## src/rtl/proc_test_pkg.sv

```systemverilog
// Shared types for the processor self-check sequencer: FSM states, checkpoint record, clog2.
package proc_test_pkg;

  localparam int unsigned CP_PC_MAX_W   = 64;
  localparam int unsigned CP_DATA_MAX_W = 64;

  typedef enum logic [1:0] {
    IDLE = 2'd0,
    RST  = 2'd1,
    RUN  = 2'd2,
    DONE = 2'd3
  } seq_state_e;

  // Checkpoint fields are sized for the widest supported PC/data; narrower builds zero-extend.
  typedef struct packed {
    logic [CP_PC_MAX_W-1:0]   pc;
    logic [CP_DATA_MAX_W-1:0] exp;
  } cp_t;

  function automatic int unsigned clog2(input int unsigned n);
    int unsigned r;
    r = 0;
    while ((64'd1 << r) < 64'(n)) r = r + 1;
    return r;
  endfunction

endpackage

```

## src/rtl/proc_test_sequencer_cp_table.sv

```systemverilog
// Checkpoint register file: one write port, one asynchronous read port. Not reset.
module cp_table
  import proc_test_pkg::*;
#(
  parameter int unsigned NUM_TESTS = 2,
  parameter int unsigned IDX_W     = 1
) (
  input  logic             clk,
  input  logic             we,
  input  logic [IDX_W-1:0] wr_idx,
  input  cp_t              wr_data,
  input  logic [IDX_W-1:0] rd_idx,
  output cp_t              rd_c
);

  cp_t entries [NUM_TESTS];

  // Out-of-range writes are dropped so non-power-of-two tables stay consistent.
  always_ff @(posedge clk) begin
    if (we && (32'(wr_idx) < NUM_TESTS)) begin
      entries[wr_idx] <= wr_data;
    end
  end

  assign rd_c = (32'(rd_idx) < NUM_TESTS) ? entries[rd_idx] : '0;

endmodule

```

## src/rtl/proc_test_sequencer.sv

```systemverilog
// Holds the processor in reset, releases it from a start PC and scores result checkpoints
// against a programmed table under a cycle watchdog.
module proc_test_sequencer
  import proc_test_pkg::*;
#(
  parameter int unsigned DATA_W       = 64,
  parameter int unsigned PC_W         = 64,
  parameter int unsigned NUM_TESTS    = 2,
  parameter int unsigned WDOG_W       = 16,
  parameter int unsigned WDOG_LIMIT   = 255,
  parameter int unsigned RESET_CYCLES = 2,
  localparam int unsigned IDX_W = (clog2(NUM_TESTS) == 0) ? 1 : clog2(NUM_TESTS),
  localparam int unsigned CNT_W = clog2(NUM_TESTS + 1)
) (
  input  logic                 CLK,
  input  logic                 resetl,
  input  logic                 start,
  input  logic [PC_W-1:0]      start_pc,
  input  logic                 cfg_we,
  input  logic [IDX_W-1:0]     cfg_idx,
  input  logic [PC_W-1:0]      cfg_pc,
  input  logic [DATA_W-1:0]    cfg_exp,
  input  logic [PC_W-1:0]      currentpc,
  input  logic [DATA_W-1:0]    mem_to_reg,
  output logic                 proc_resetl,
  output logic [PC_W-1:0]      proc_startpc,
  output logic                 busy,
  output logic                 done,
  output logic                 all_passed,
  output logic [CNT_W-1:0]     pass_count,
  output logic [NUM_TESTS-1:0] fail_mask,
  output logic                 wdog_expired
);

  localparam int unsigned RC_W = clog2(RESET_CYCLES + 1);
  localparam int unsigned FL_W = IDX_W + 1;

  seq_state_e       state;
  logic [IDX_W-1:0] idx;
  logic [WDOG_W-1:0] wdog;
  logic [RC_W-1:0]  rst_cnt;

  cp_t cp_wr_c;
  cp_t cp_rd_c;
  logic cfg_wr_c;

  logic                 cp_hit_c;
  logic                 cp_ok_c;
  logic                 cp_last_c;
  logic                 wdog_hit_c;
  logic                 timeout_c;
  logic [FL_W-1:0]      first_left_c;
  logic [CNT_W-1:0]     pass_next_c;
  logic [NUM_TESTS-1:0] fail_next_c;

  assign cfg_wr_c = cfg_we && ((state == IDLE) || (state == DONE));

  always_comb begin
    cp_wr_c     = '0;
    cp_wr_c.pc  = CP_PC_MAX_W'(cfg_pc);
    cp_wr_c.exp = CP_DATA_MAX_W'(cfg_exp);
  end

  cp_table #(
    .NUM_TESTS (NUM_TESTS),
    .IDX_W     (IDX_W)
  ) u_cp_table (
    .clk     (CLK),
    .we      (cfg_wr_c),
    .wr_idx  (cfg_idx),
    .wr_data (cp_wr_c),
    .rd_idx  (idx),
    .rd_c    (cp_rd_c)
  );

  // Checkpoint evaluation first, then the timeout covers whatever indices remain.
  always_comb begin
    cp_hit_c     = currentpc >= PC_W'(cp_rd_c.pc);
    cp_ok_c      = mem_to_reg == DATA_W'(cp_rd_c.exp);
    cp_last_c    = idx == IDX_W'(NUM_TESTS - 1);
    wdog_hit_c   = WDOG_W'(wdog + 1'b1) == WDOG_W'(WDOG_LIMIT);
    timeout_c    = wdog_hit_c && !(cp_hit_c && cp_last_c);
    first_left_c = cp_hit_c ? FL_W'({1'b0, idx} + 1'b1) : FL_W'({1'b0, idx});
    pass_next_c  = pass_count + CNT_W'(cp_hit_c && cp_ok_c);
    fail_next_c  = fail_mask;
    if (cp_hit_c && !cp_ok_c) fail_next_c[idx] = 1'b1;
    if (timeout_c) begin
      for (int i = 0; i < int'(NUM_TESTS); i++) begin
        if (FL_W'(i) >= first_left_c) fail_next_c[i] = 1'b1;
      end
    end
  end

  always_ff @(posedge CLK or negedge resetl) begin
    if (!resetl) begin
      state        <= IDLE;
      proc_resetl  <= 1'b0;
      proc_startpc <= '0;
      busy         <= 1'b0;
      done         <= 1'b0;
      all_passed   <= 1'b0;
      wdog_expired <= 1'b0;
      pass_count   <= '0;
      fail_mask    <= '0;
      idx          <= '0;
      wdog         <= '0;
      rst_cnt      <= '0;
    end else begin
      unique case (state)
        IDLE, DONE: begin
          if (start) begin
            state        <= RST;
            proc_resetl  <= 1'b0;
            proc_startpc <= start_pc;
            busy         <= 1'b1;
            done         <= 1'b0;
            all_passed   <= 1'b0;
            wdog_expired <= 1'b0;
            pass_count   <= '0;
            fail_mask    <= '0;
            idx          <= '0;
            wdog         <= '0;
            rst_cnt      <= '0;
          end
        end
        RST: begin
          rst_cnt <= RC_W'(rst_cnt + 1'b1);
          if (RC_W'(rst_cnt + 1'b1) == RC_W'(RESET_CYCLES)) begin
            state       <= RUN;
            proc_resetl <= 1'b1;
          end
        end
        RUN: begin
          wdog       <= WDOG_W'(wdog + 1'b1);
          pass_count <= pass_next_c;
          fail_mask  <= fail_next_c;
          if (cp_hit_c && !cp_last_c) idx <= IDX_W'(idx + 1'b1);
          if (timeout_c) wdog_expired <= 1'b1;
          if ((cp_hit_c && cp_last_c) || timeout_c) begin
            state      <= DONE;
            busy       <= 1'b0;
            done       <= 1'b1;
            all_passed <= !timeout_c && (pass_next_c == CNT_W'(NUM_TESTS));
          end
        end
        default: state <= IDLE;
      endcase
    end
  end

endmodule

```

## config.mk

```make
export PLATFORM = sky130hd
export DESIGN_NAME = proc_test_sequencer
export DESIGN_NICKNAME = d
export VERILOG_FILES = /design/src/rtl/proc_test_pkg.sv /design/src/rtl/proc_test_sequencer_cp_table.sv /design/src/rtl/proc_test_sequencer.sv
export SDC_FILE = /design/constraint.sdc
export NUM_CORES = 1
export LEC_CHECK = 0
export BUFFER_PORTS_ARGS = -buffer_cell sky130_fd_sc_hd__buf_2
export CORE_AREA = 5 5 258 260
export DETAILED_ROUTE_END_ITERATION = 16
export DIE_AREA = 0 0 263 265
export MAX_ROUTING_LAYER = met4
export RECOVER_POWER = 50
export SLEW_MARGIN = 20
export SYNTH_ARGS = -nofsm -noshare
export SYNTH_HDL_FRONTEND = slang
export SYNTH_HIERARCHICAL = 1
export SYNTH_SLANG_ARGS = --single-unit
export TNS_END_PERCENT = 100
```

## constraint.sdc

```tcl
create_clock -name CLK -period 7.25 [get_ports CLK]
set_clock_uncertainty 0.05 [all_clocks]
set_input_delay 0 -clock CLK [delete_from_list [all_inputs] [get_ports CLK]]
set_output_delay 0 -clock CLK [all_outputs]
set_load 0.02 [all_outputs]
```

==> tab_implementation.tex, run 1 <==
\begin{tabular}{lr}
\hline
Metric & Value \\
\hline
\multicolumn{2}{l}{\textbf{Status}} \\
\quad Run status & finished, violations left \\
\quad Violations in the final reports & max-capacitance violations, max-slew violations \\
\multicolumn{2}{l}{\textbf{Power and ir drop}} \\
\quad Share of total power consumed by net switching & 0.327 \\
\quad Cell internal power dissipation & 0.00499 W \\
\quad Max rail drop VDD & 0.259 mV \\
\quad Sequential share of power & 0.387 \\
\quad Fraction of power consumed by combinational cells & 0.328 \\
\quad Part of the total power dissipated in the clock network & 0.286 \\
\quad Net switching power & 0.00242 W \\
\quad Leakage component of the power & 8.58 nW \\
\quad Power per standard cell area & 338 nW/µm² \\
\multicolumn{2}{l}{\textbf{Finish}} \\
\quad Final design instance area without fill & 22000 µm² \\
\quad Growth of design area from synthesis to finish & 38.5\% \\
\quad Commonest non-fill, non-tap cell in the layout & edfxtp\_1 \\
\quad Share of post-route cells with drive strength above 1 & 0.298 \\
\quad Final net count & 2077 \\
\quad Final std cells w/o fill & 2578 \\
\quad Commonest cells after routing, fill and taps aside & edfxtp\_1, buf\_2, dlygate4sd3\_1 \\
\multicolumn{2}{l}{\textbf{Timing}} \\
\quad Peak Freq & 210 MHz \\
\quad Setup violators final & 0 \\
\quad Worst slew margin relative to its limit & -1.08 \\
\quad Unrepaired setup endpoints after global routing & no \\
\quad Final-report hold violation count & 0 \\
\quad Tmin final & 4.75 ns \\
\quad Worst slew pin tran & 3.12 ns \\
\quad Tcrit/Tclk final & 0.656 \\
\quad Slew Viols, Final & 96 \\
\quad Setup total negative slack & 0 ns \\
\quad Min setup slack post-route & 2.50 ns \\
\multicolumn{2}{l}{\textbf{Floorplan}} \\
\quad Total die area & 69700 µm² \\
\quad Ports placed on the boundary & 398 \\
\quad Core Box Area & 63900 µm² \\
\quad Std cell rows & 93 \\
\quad Vertical die dimension & 265 µm \\
\quad Initial core utilization & 0.248 \\
\quad Floorplan die width & 263 µm \\
\multicolumn{2}{l}{\textbf{Synthesis}} \\
\quad Post-synthesis instance area & 15900 µm² \\
\quad Share of the yosys chip area belonging to registers & 0.633 \\
\quad Synthesis warning total & 6 \\
\quad Flops \& latches, synth & 350 \\
\quad Syn nets & 1458 \\
\quad Post-synthesis cell count & 1062 \\
\quad Average size of a mapped cell & 14.9 µm² \\
\quad Number of enable-type register cells in the synthesized netlist & 256 \\
\quad Most used flip-flop cell after synthesis & edfxtp\_1 \\
\quad Yosys cell types & 60 \\
\quad Share of synthesized flip-flops with an asynchronous set or reset & 0.269 \\
\multicolumn{2}{l}{\textbf{Critical path}} \\
\quad Cell with the biggest individual delay on the critical path & dfrtp\_4 \\
\quad Startpoint kind of the worst setup timing path & flip-flop \\
\quad List of cells traversed by the critical path & buf\_12 -> mux2\_2 -> inv\_1 -> ha\_1 -> nand4\_1 -> nor4\_2 -> nand4\_1 -> a31oi\_1 -> nor4\_1 -> nor2b\_1 -> ha\_1 -> a2111o\_1 -> o21ai\_0 -> a21o\_1 \\
\quad Critical path arrival & 5.20 ns \\
\quad Critical path class & reg2reg \\
\quad Crit. End Element & flip-flop \\
\quad Biggest fanout along the worst timing path & 57 \\
\quad Delay contributed by the slowest stage of the critical path & 0.72 ns \\
\quad Required arrival time at the worst endpoint & 7.70 ns \\
\multicolumn{2}{l}{\textbf{Route}} \\
\quad Average wire per standard cell & 16.8 µm \\
\quad Drt first-iter violations & 491 \\
\quad First-pass detailed-route iteration total & 5 \\
\quad Wirelength, routed & 43300 µm \\
\quad Number of vias per cell after detailed routing & 4.18 \\
\quad Routed via count & 10800 \\
\quad Drt drc & 0 \\
\quad Antenna violation net count after detailed routing & 0 \\
\multicolumn{2}{l}{\textbf{Global route}} \\
\quad Largest net degree at the start of global routing & 67 \\
\quad GRT met2 Usage & 0.211 \\
\quad Most Crowded Layer GR & met2 \\
\quad First-pass GRT wire length & 66500 µm \\
\quad Overflow left after global routing & 0 \\
\quad Overall fraction of global-route tracks in use & 0.123 \\
\quad Number of global-route vias before repair & 11800 \\
\quad Met3 layer usage reported by global route & 0.0354 \\
\quad Antenna violations before repair & 8 \\
\quad Met1 routing resource usage after global routing & 0.142 \\
\multicolumn{2}{l}{\textbf{CTS}} \\
\quad Clock tree from TritonCTS & built \\
\quad Worst skew pair latency & 0.57 ns \\
\quad Number of CTS-inserted buffers & 43 \\
\quad CTS Root Buffer Type & clkbuf\_16 \\
\quad \# resized after CTS & 0 \\
\quad H-tree depth & 2 \\
\quad CTS max path bufs & 3 \\
\quad Worst-path clk slew & 0.06 ns \\
\quad Sink Count & 350 \\
\multicolumn{2}{l}{\textbf{Placement}} \\
\quad Buffers added on ports & 397 \\
\quad Routability cong. & 0.774 \\
\quad Pre-CTS setup slack & 2.27 ns \\
\quad Cell count after placement & 2293 \\
\quad Hpwl dp & 30400 µm \\
\quad Area after DPL & 18800 µm² \\
\multicolumn{2}{l}{\textbf{Job}} \\
\quad Max-capacitance violation count & 2 \\
\multicolumn{2}{l}{\textbf{Worst hold path}} \\
\quad Class of the worst hold path & in2reg \\
\hline
\end{tabular}
## registers in the layout, summed over array words and instances (netlist names), 2 cells and up
register,cells
u_cp_table/entries,256
proc_startpc,64
wdog,16
fail_mask,2
pass_count,2
rst_cnt,2
state,2
## final cells by class
class / instances / area, µm²
fill: 6267 / 41900
multi-input combinational: 605 / 5310
clock inverter: 26 / 211
tap: 855 / 1070
clock buffer: 53 / 1200
inverter: 76 / 285
sequential: 350 / 10000
antenna: 8 / 20.0
timing repair buffer: 605 / 3840
## synthesized netlist by cell type, drive strengths merged (2+ instances only)
library cell	number	area, µm²
and2	5	31.3
dfrtp	94	2350
mux2	192	2160
nor3	4	25.0
a21oi	34	170
a211o	2	17.5
nand2b	8	57.6
inv	76	285
nor4	22	150
clkbuf	23	166
xor2	67	587
a21o	3	22.5
o31ai	2	15.0
ha	71	888
nor3b	2	15.0
a31oi	8	50.1
nand2	44	165
nand4	16	106
nor2	15	61.3
a22o	2	17.5
edfxtp	256	7690
o21ai	47	235
nand3	12	60.1
and3	5	36.3
o22ai	2	12.5
nor2b	4	25.0
o211ai	2	15.0
and4	5	43.8
o41ai	3	52.6
o21a	3	22.5
xnor2	4	35.0
buf	8	80.1
a31o	2	17.5
or3	2	12.5
a221oi	4	35.0
## timing repair
action                                 CTS  global route
hold buffers                           198             0
buffers inserted                         0             0
endpoints found under the hold margin  371             0
## cell families (layout without fill, tap and decap cells)
group,Yosys count,count (layout),share of synthesized area
DFF,350,350,0.633
muxes,193,193,0.137
and+or+nand+nor,147,147,0.0516
AOI/OAI and AO/OA,123,123,0.0502
buffers and inverters,107,760,0.0335
adders and majority gates,71,71,0.0560
xor gates and xnor gates,71,71,0.0392
other,0,8,0
## routing by layer
metal	up-vias	share of wire
li1	5217	-
met1	5188	0.41
met2	318	0.51
met3	65	0.063
met4	0	0.023
met5	-	0
## final timing paths
kind                       depth (start not counted)  slack, ns                   endpoint        startpoint
max reg2reg                                       14       2.50                 all_passed         cp_last_c
max in group asynchronous                          4       3.58           proc_startpc[35]            resetl
min in group asynchronous                          4       1.35           proc_startpc[15]            resetl
min reg2reg                                        1       0.45           proc_startpc[61]  proc_startpc[61]
min                                                2       0.12  u_cp_table/entries[1][46]       cfg_exp[46]
max                                               14       2.50                 all_passed         cp_last_c
## critical path: cells and delay by family, from the launching register on
family | cells | cell delay (ns)
DFF | 1 | 0.72
muxes | 1 | 0.38
buffers and inverters | 2 | 0.40
adders and majority gates | 2 | 0.42
and+or+nand+nor | 5 | 1.39
AOI/OAI and AO/OA | 4 | 1.29
## power by group through the flow
stage / Combinational, W / Clock (W) / Sequential [W]
final: 0.00243 / 0.00212 / 0.00287
after global routing: 0.00266 / 0.00228 / 0.00292
after CTS: 0.00254 / 0.00220 / 0.00286
after detailed placement: 0.00243 / 0 / 0.00290
after global placement: 0.00239 / 0 / 0.00288
after floorplan: 0.00154 / 0 / 0.00311
## per-stage QoR
step                hold WS (ns)   util  total power (W)
floorplan                 -0.346      -          0.00465
global placement         -0.0542  0.294          0.00527
detailed placement       -0.0477  0.294          0.00534
CTS                       0.0529  0.347          0.00760
global route              0.0862  0.344          0.00786
finish                     0.115  0.344          0.00742
(Power assumes the default switching activity.)
==> run 2: changes to the inputs <==
clock period = 4.65 ns   (was 7.25 ns; I/O delays follow)
==> tab_implementation.tex, run 2 (synthesis results as in run 1) <==
\begin{tabular}{lr}
\hline
Metric & Value \\
\hline
\multicolumn{2}{l}{\textbf{Global route}} \\
\quad Largest net degree at the start of global routing & 91 (+36\%) \\
\quad Antenna violations before repair & 8 (unchanged) \\
\quad Overall fraction of global-route tracks in use & 0.122 (-0.00112) \\
\quad Overflow left after global routing & 0 (unchanged) \\
\quad First-pass GRT wire length & 66300 µm (-0.27\%) \\
\quad Number of global-route vias before repair & 12000 (+2.0\%) \\
\multicolumn{2}{l}{\textbf{Floorplan}} \\
\quad Ports placed on the boundary & 398 (unchanged) \\
\quad Vertical die dimension & 265 µm (unchanged) \\
\quad Initial core utilization & 0.248 (unchanged) \\
\quad Core Box Area & 63900 µm² (unchanged) \\
\quad Floorplan die width & 263 µm (unchanged) \\
\quad Total die area & 69700 µm² (unchanged) \\
\quad Std cell rows & 93 (unchanged) \\
\multicolumn{2}{l}{\textbf{CTS}} \\
\quad Worst-path clk slew & 0.06 ns (about the same) \\
\quad H-tree depth & 2 (unchanged) \\
\quad Worst skew pair latency & 0.56 ns (about the same) \\
\quad CTS max path bufs & 3 (unchanged) \\
\quad CTS Root Buffer Type & clkbuf\_16 \\
\quad Number of CTS-inserted buffers & 43 (unchanged) \\
\quad Sink Count & 350 (unchanged) \\
\quad Clock tree from TritonCTS & built \\
\multicolumn{2}{l}{\textbf{Timing}} \\
\quad Slew Viols, Final & 96 (unchanged) \\
\quad Setup violators final & 0 (unchanged) \\
\quad Unrepaired setup endpoints after global routing & no \\
\quad Peak Freq & 232 MHz (+10\%) \\
\quad Tcrit/Tclk final & 0.926 (+0.271) \\
\quad Setup total negative slack & 0 ns (unchanged) \\
\quad Tmin final & 4.31 ns (-0.447 ns) \\
\quad Worst slew pin tran & 1.82 ns (-1.30 ns) \\
\quad Final-report hold violation count & 0 (unchanged) \\
\quad Worst slew margin relative to its limit & -0.210 (+0.868) \\
\multicolumn{2}{l}{\textbf{Power and ir drop}} \\
\quad Max rail drop VDD & 0.397 mV (+53\%) \\
\quad Leakage component of the power & 8.68 nW (+1.2\%) \\
\quad Power per standard cell area & 525 nW/µm² (+56\%) \\
\quad Total power after layout & 0.0116 W (+57\%) \\
\multicolumn{2}{l}{\textbf{Finish}} \\
\quad Commonest non-fill, non-tap cell in the layout & edfxtp\_1 \\
\quad Top Registers & u\_cp\_table/entries (256), proc\_startpc (64), wdog (16) \\
\quad Growth of design area from synthesis to finish & 39.4\% \\
\quad Max reg flops & 256 (unchanged) \\
\quad Final std cells w/o fill & 2588 (+0.39\%) \\
\quad Commonest cells after routing, fill and taps aside & edfxtp\_1, buf\_2, dlygate4sd3\_1 \\
\quad Final net count & 2090 (+0.63\%) \\
\quad Share of post-route cells with drive strength above 1 & 0.315 (+0.0174) \\
\quad Top reg by flops & u\_cp\_table/entries \\
\multicolumn{2}{l}{\textbf{Critical path}} \\
\quad Delay contributed by the slowest stage of the critical path & 0.52 ns (-0.20 ns) \\
\quad Required arrival time at the worst endpoint & 5.08 ns (-2.62 ns) \\
\quad List of cells traversed by the critical path & buf\_4 -> buf\_4 -> mux2\_2 -> xor2\_1 -> nor4\_1 -> nand4\_1 -> nor4\_1 -> buf\_4 -> nor2b\_1 -> ha\_1 -> a2111o\_1 -> o21ai\_0 -> a21o\_1 \\
\quad Critical path class & reg2reg \\
\quad Library cell appearing most often on the critical path & buf\_4 \\
\quad Cell with the biggest individual delay on the critical path & dfrtp\_4 \\
\quad Biggest fanout along the worst timing path & 21 (-63\%) \\
\quad Critical path arrival & 4.73 ns (-0.47 ns) \\
\quad Startpoint kind of the worst setup timing path & flip-flop \\
\quad Crit. End Element & flip-flop \\
\multicolumn{2}{l}{\textbf{Route}} \\
\quad First-pass detailed-route iteration total & 4 (-1) \\
\quad Drt first-iter violations & 517 (+5.3\%) \\
\quad Drt drc & 0 (unchanged) \\
\quad Number of vias per cell after detailed routing & 4.19 (+0.14\%) \\
\quad Wirelength, routed & 43200 µm (-0.16\%) \\
\quad Routed via count & 10800 (+0.53\%) \\
\quad Average wire per standard cell & 16.7 µm (-0.55\%) \\
\quad Antenna violation net count after detailed routing & 0 (unchanged) \\
\multicolumn{2}{l}{\textbf{Placement}} \\
\quad Cell count after placement & 2307 (+0.61\%) \\
\quad Hpwl dp & 30700 µm (+0.93\%) \\
\quad Routability cong. & 0.810 (+4.8\%) \\
\quad Buffers added on ports & 397 (unchanged) \\
\multicolumn{2}{l}{\textbf{Status}} \\
\quad Violations in the final reports & max-capacitance violations, max-slew violations \\
\quad Run status & finished, violations left \\
\multicolumn{2}{l}{\textbf{Worst hold path}} \\
\quad Class of the worst hold path & in2reg \\
\multicolumn{2}{l}{\textbf{Job}} \\
\quad Max-capacitance violation count & 2 (unchanged) \\
\hline
\end{tabular}
run 2: cell count changes in the layout (fill, tap and decap cells not counted), sizes merged, moves of 2 or more:
| cell | delta |
|---|---|
| buf | +38 |
| clkbuf | -23 |
| clkinv | -4 |
| inv | -2 |
run 2: routing by layer:
metal | vias to the layer above | global-route usage | wire, µm
met5 | - | - | 0
met4 | 0 | 0.0325 | 941
met3 | 68 | 0.0342 | 2620
met2 | 293 | 0.212 | 22000
met1 | 5255 | 0.139 | 17600
li1 | 5229 | - | -
run 2: area by class of cell:
type	count	area, µm²
clock buffers	54	1170
inverters	76	285
repair buffers	618	3980
diodes	8	20.0
clock inverters	22	204
fillers	6286	41800
well taps	855	1070
flip-flops and latches	350	10000
multi-input cells	605	5340
run 2: critical path, delay by kind of cell (launching register included):
| family | cells | cell delay [ns] |
|---|---|---|
| and+or+nand+nor | 4 | 1.21 |
| buffers and inverters | 3 | 0.94 |
| muxes | 1 | 0.38 |
| xor gates and xnor gates | 1 | 0.19 |
| AOI/OAI and AO/OA | 3 | 0.64 |
| DFF | 1 | 0.52 |
| adders and majority gates | 1 | 0.28 |
run 2: power by group:
part           internal, W  leakage [nW]  switching [W]  total [W]
combinational      0.00173          4.51        0.00222    0.00395
clock              0.00194         0.667        0.00129    0.00323
sequential         0.00416          3.50       0.000270    0.00443
run 2: stage by stage:
step | utilization | instance area [µm²] | setup slack, ns | hold WS [ns]
after floorplan | - | 15900 | -0.000457 | -0.346
after global placement | 0.296 | 18900 | 0.0173 | -0.0721
after detailed placement | 0.296 | 18900 | -0.0391 | -0.0688
after CTS | 0.349 | 22300 | 0.0246 | 0.0580
after global routing | 0.346 | 22100 | 0.0244 | 0.0844
final | 0.346 | 22100 | 0.343 | 0.113
run 2: path summary, 6_finish.rpt:
check,from,to,slack (ns),cells past startpoint
max,cp_last_c,all_passed,0.34,13
min,cfg_exp[35],u_cp_table/entries[1][35],0.11,2
max reg2reg,cp_last_c,all_passed,0.34,13
min reg2reg,proc_startpc[23],proc_startpc[23],0.45,1
max in group asynchronous,resetl,cp_last_c,2.04,4
min in group asynchronous,resetl,proc_startpc[8],1.11,4
run 2: what timing repair did:
| action | in CTS | in global routing |
|---|---|---|
| gates resized for setup | 1 | 4 |
| setup endpoints to repair | 1 | 1 |
| cloned | 0 | 0 |
| hold endpoints to repair | 377 | 0 |
| hold buffers | 197 | 0 |
| setup buffers | 0 | 0 |
==> run 3: changes to the inputs <==
ABC_AREA = 1   (was not set)
CORE_AREA = 5 5 261 263   (was 5 5 258 260)
DIE_AREA = 0 0 266 268   (was 0 0 263 265)
RECOVER_POWER = 100   (was 50)
==> tab_implementation.tex, run 3 <==
\begin{tabular}{lr}
\hline
Metric & Value \\
\hline
\multicolumn{2}{l}{\textbf{Status}} \\
\quad Run status & finished, violations left \\
\quad Violations in the final reports & max-capacitance violations, max-slew violations \\
\multicolumn{2}{l}{\textbf{Synthesis}} \\
\quad Dominant cell by count in the synthesized netlist & nand2\_1 \\
\quad Compound-cell area share of the yosys netlist & 0.0268 (-0.0234) \\
\quad Top cell type by total area after synthesis & edfxtp\_1 \\
\quad Area share of the leading cell type in the synthesized netlist & 0.474 (-0.0102) \\
\quad Top area cells in the synthesized netlist & edfxtp\_1, nand2\_1, dfrtp\_1, ha\_1, inv\_1 \\
\quad Average size of a mapped cell & 10.2 µm² (-32\%) \\
\quad Post-synthesis instance area & 16200 µm² (+2.2\%) \\
\quad Commonest cells post-synth & nand2\_1, edfxtp\_1, inv\_1, dfrtp\_1, ha\_1 \\
\quad Fraction of the mapped netlist area in adder cells & 0.0548 (-0.00118) \\
\quad Synth Area in Simple Gates & 0.214 (+0.162) \\
\quad Share of the yosys chip area belonging to registers & 0.619 (-0.0134) \\
\quad Multiplexer share of the synthesized area & 0 (-0.137) \\
\quad Most used flip-flop cell after synthesis & edfxtp\_1 \\
\quad Post-synthesis cell count & 1591 (+50\%) \\
\quad Syn nets & 1987 (+36\%) \\
\quad Number of enable-type register cells in the synthesized netlist & 256 (unchanged) \\
\quad Combinational family with the most area after synthesis & simple AND/OR/NAND/NOR gates \\
\quad Share of synthesized flip-flops with an asynchronous set or reset & 0.269 (unchanged) \\
\quad Flops \& latches, synth & 350 (unchanged) \\
\quad Synthesized-area fraction occupied by xor and xnor cells & 0.0324 (-0.00677) \\
\quad Synthesis warning total & 6 (unchanged) \\
\quad Yosys cell types & 40 (-33\%) \\
\multicolumn{2}{l}{\textbf{Floorplan}} \\
\quad Initial core utilization & 0.248 (-0.000494) \\
\quad Ports placed on the boundary & 398 (unchanged) \\
\quad Floorplan die width & 266 µm (+1.1\%) \\
\quad Core Box Area & 65400 µm² (+2.4\%) \\
\quad Std cell rows & 94 (+1.1\%) \\
\quad Total die area & 71300 µm² (+2.3\%) \\
\quad Vertical die dimension & 268 µm (+1.1\%) \\
\multicolumn{2}{l}{\textbf{Route}} \\
\quad Antenna violation net count after detailed routing & 0 (unchanged) \\
\quad First-pass detailed-route iteration total & 5 (+1) \\
\quad Wirelength, routed & 45800 µm (+6.0\%) \\
\quad Average wire per standard cell & 14.8 µm (-11\%) \\
\quad Number of vias per cell after detailed routing & 4.08 (-2.6\%) \\
\quad Routed via count & 12600 (+16\%) \\
\quad Drt first-iter violations & 681 (+32\%) \\
\quad Drt drc & 0 (unchanged) \\
\multicolumn{2}{l}{\textbf{Timing}} \\
\quad Worst slew pin tran & 3.01 ns (+1.19 ns) \\
\quad Final-report hold violation count & 0 (unchanged) \\
\quad Worst slew margin relative to its limit & -1.00 (-0.793) \\
\quad Peak Freq & 252 MHz (+8.4\%) \\
\quad Tmin final & 3.97 ns (-0.335 ns) \\
\quad Unrepaired setup endpoints after global routing & no \\
\quad Setup violators final & 0 (unchanged) \\
\quad Min setup slack post-route & 0.678 ns (+0.335 ns) \\
\quad Setup total negative slack & 0 ns (unchanged) \\
\quad Tcrit/Tclk final & 0.854 (-0.0721) \\
\quad Slew Viols, Final & 331 (+240\%) \\
\multicolumn{2}{l}{\textbf{Critical path}} \\
\quad Crit. End Element & flip-flop \\
\quad Startpoint kind of the worst setup timing path & flip-flop \\
\quad Cell with the biggest individual delay on the critical path & clkinvlp\_2 \\
\quad Critical path arrival & 4.15 ns (-0.58 ns) \\
\quad Critical path class & reg2reg \\
\quad Required arrival time at the worst endpoint & 4.83 ns (-0.25 ns) \\
\quad Delay contributed by the slowest stage of the critical path & 1.62 ns (+1.10 ns) \\
\quad Biggest fanout along the worst timing path & 40 (+90\%) \\
\quad List of cells traversed by the critical path & inv\_1 -> ha\_1 -> nand2\_1 -> inv\_1 -> nand2\_1 -> clkinvlp\_2 -> buf\_4 \\
\multicolumn{2}{l}{\textbf{Power and ir drop}} \\
\quad Sequential share of power & 0.383 (+0.002) \\
\quad Max rail drop VDD & 0.358 mV (-9.8\%) \\
\quad Fraction of power consumed by combinational cells & 0.340 (about the same) \\
\quad Cell internal power dissipation & 0.00740 W (-5.5\%) \\
\quad Leakage component of the power & 9.84 nW (+13\%) \\
\quad Net switching power & 0.00428 W (+13\%) \\
\quad Power per standard cell area & 528 nW/µm² (+0.56\%) \\
\quad Total power after layout & 0.0117 W (+0.60\%) \\
\quad Share of total power consumed by net switching & 0.367 (+0.0410) \\
\quad Part of the total power dissipated in the clock network & 0.277 (about the same) \\
\multicolumn{2}{l}{\textbf{Finish}} \\
\quad Final net count & 2592 (+24\%) \\
\quad Top reg by flops & u\_cp\_table/entries \\
\quad Max reg flops & 256 (unchanged) \\
\quad Top Registers & u\_cp\_table/entries (256), proc\_startpc (64), wdog (16) \\
\quad Commonest non-fill, non-tap cell in the layout & nand2\_1 \\
\quad Share of post-route cells with drive strength above 1 & 0.148 (-0.167) \\
\quad Growth of design area from synthesis to finish & 36.5\% \\
\quad Number of filler cells placed in the layout & 6730 (+7.1\%) \\
\quad Commonest cells after routing, fill and taps aside & nand2\_1, edfxtp\_1, buf\_2 \\
\multicolumn{2}{l}{\textbf{Worst hold path}} \\
\quad Class of the worst hold path & in2reg \\
\multicolumn{2}{l}{\textbf{Global route}} \\
\quad Largest net degree at the start of global routing & 77 (-15\%) \\
\quad Overflow left after global routing & 0 (unchanged) \\
\quad First-pass GRT wire length & 69500 µm (+4.9\%) \\
\quad Antenna violations before repair & 4 (-4) \\
\quad Number of global-route vias before repair & 12900 (+7.2\%) \\
\quad Overall fraction of global-route tracks in use & 0.127 (+0.00475) \\
\multicolumn{2}{l}{\textbf{CTS}} \\
\quad Worst skew pair latency & 0.56 ns (about the same) \\
\quad Number of buffers inserted to repair setup after CTS & 0 (unchanged) \\
\quad H-tree depth & 2 (unchanged) \\
\quad Clock tree from TritonCTS & built \\
\quad CTS Root Buffer Type & clkbuf\_16 \\
\quad Sink Count & 350 (unchanged) \\
\quad \# resized after CTS & 0 (-1) \\
\quad Number of CTS-inserted buffers & 42 (-2.3\%) \\
\quad CTS max path bufs & 3 (unchanged) \\
\quad Worst-path clk slew & 0.06 ns (about the same) \\
\quad \# hold bufs at CTS & 197 (unchanged) \\
\multicolumn{2}{l}{\textbf{Placement}} \\
\quad Pre-CTS setup slack & 0.837 ns (+0.876 ns) \\
\quad Hpwl dp & 31100 µm (+1.4\%) \\
\quad Buffers added on ports & 397 (unchanged) \\
\quad Routability cong. & 0.800 (-1.3\%) \\
\multicolumn{2}{l}{\textbf{Job}} \\
\quad Max-capacitance violation count & 6 (+4) \\
\hline
\end{tabular}
==> run 3: cell types whose count changed after synthesis, moves of 20 or more <==
cell     change
nand2_1    +682
inv_1       +48
o21ai_0     -25
xor2_1      -27
buf_6       +21
nor2_1      +48
nor4_1      -20
mux2_2     -192
==> run 3: metrics by stage <==
stage | util | hold WS, ns | cell area [µm²] | instances
floorplan | - | -0.346 | 16200 | 1591
global placement | 0.292 | -0.0245 | 19100 | 2819
detailed placement | 0.292 | -0.0245 | 19100 | 2819
CTS | 0.343 | 0.0690 | 22400 | 3092
global route | 0.338 | 0.0840 | 22100 | 3095
finish | 0.338 | 0.114 | 22100 | 3095
==> run 3: final cells by class <==
cell class,instances,area (µm²),area share
antenna,3,7.51,0.000339
clock buffer,50,1090,0.0493
clock inverter,26,260,0.0118
inverter,129,492,0.0222
multi-input combinational,1068,5290,0.239
sequential,350,10000,0.454
tap,864,1080,0.0489
timing repair buffer,605,3860,0.174
==> run 3: cell families (layout without fill, tap and decap cells) <==
kind of cell,count (synthesis),in the layout
and+or+nand+nor,860,860
DFF,350,350
buffers and inverters,173,810
AOI/OAI and AO/OA,77,77
adders and majority gates,71,71
xor gates and xnor gates,60,60
other,0,3
==> run 3: final timing paths <==
path | startpoint | to | slack [ns] | depth (start not counted)
max in group asynchronous | resetl | proc_startpc[10] | 1.10 | 4
worst min register to register | busy | busy | 0.42 | 2
min in group asynchronous | resetl | fail_mask[1] | 1.43 | 4
worst max-delay path | state[0] | u_cp_table/entries[1][94] | 0.68 | 7
worst max register to register | state[0] | u_cp_table/entries[1][94] | 0.68 | 7
worst min-delay path | cfg_exp[42] | u_cp_table/entries[0][42] | 0.11 | 2
==> run 3: power groups by stage <==
stage                     combinational [W]  sequential (W)  clock [W]
after floorplan                     0.00247         0.00486          0
after global placement              0.00397         0.00448          0
after detailed placement            0.00402         0.00448          0
after CTS                           0.00416         0.00444    0.00336
after global routing                0.00453         0.00456    0.00347
final                               0.00398         0.00448    0.00323
==> run 3: routing by layer <==
metal	GRT usage	routed length [µm]	vias up
li1	-	-	6388
met1	0.153	19400	5825
met2	0.215	22700	338
met3	0.0261	2410	80
met4	0.0397	1300	0
met5	-	0	-
==> run 3: critical path, delay by kind of cell (launching register included) <==
kind	cells	cell delay [ns]
buf+inv	4	2.64
fa+ha+maj	1	0.37
simple gates	2	0.16
flops	1	0.39
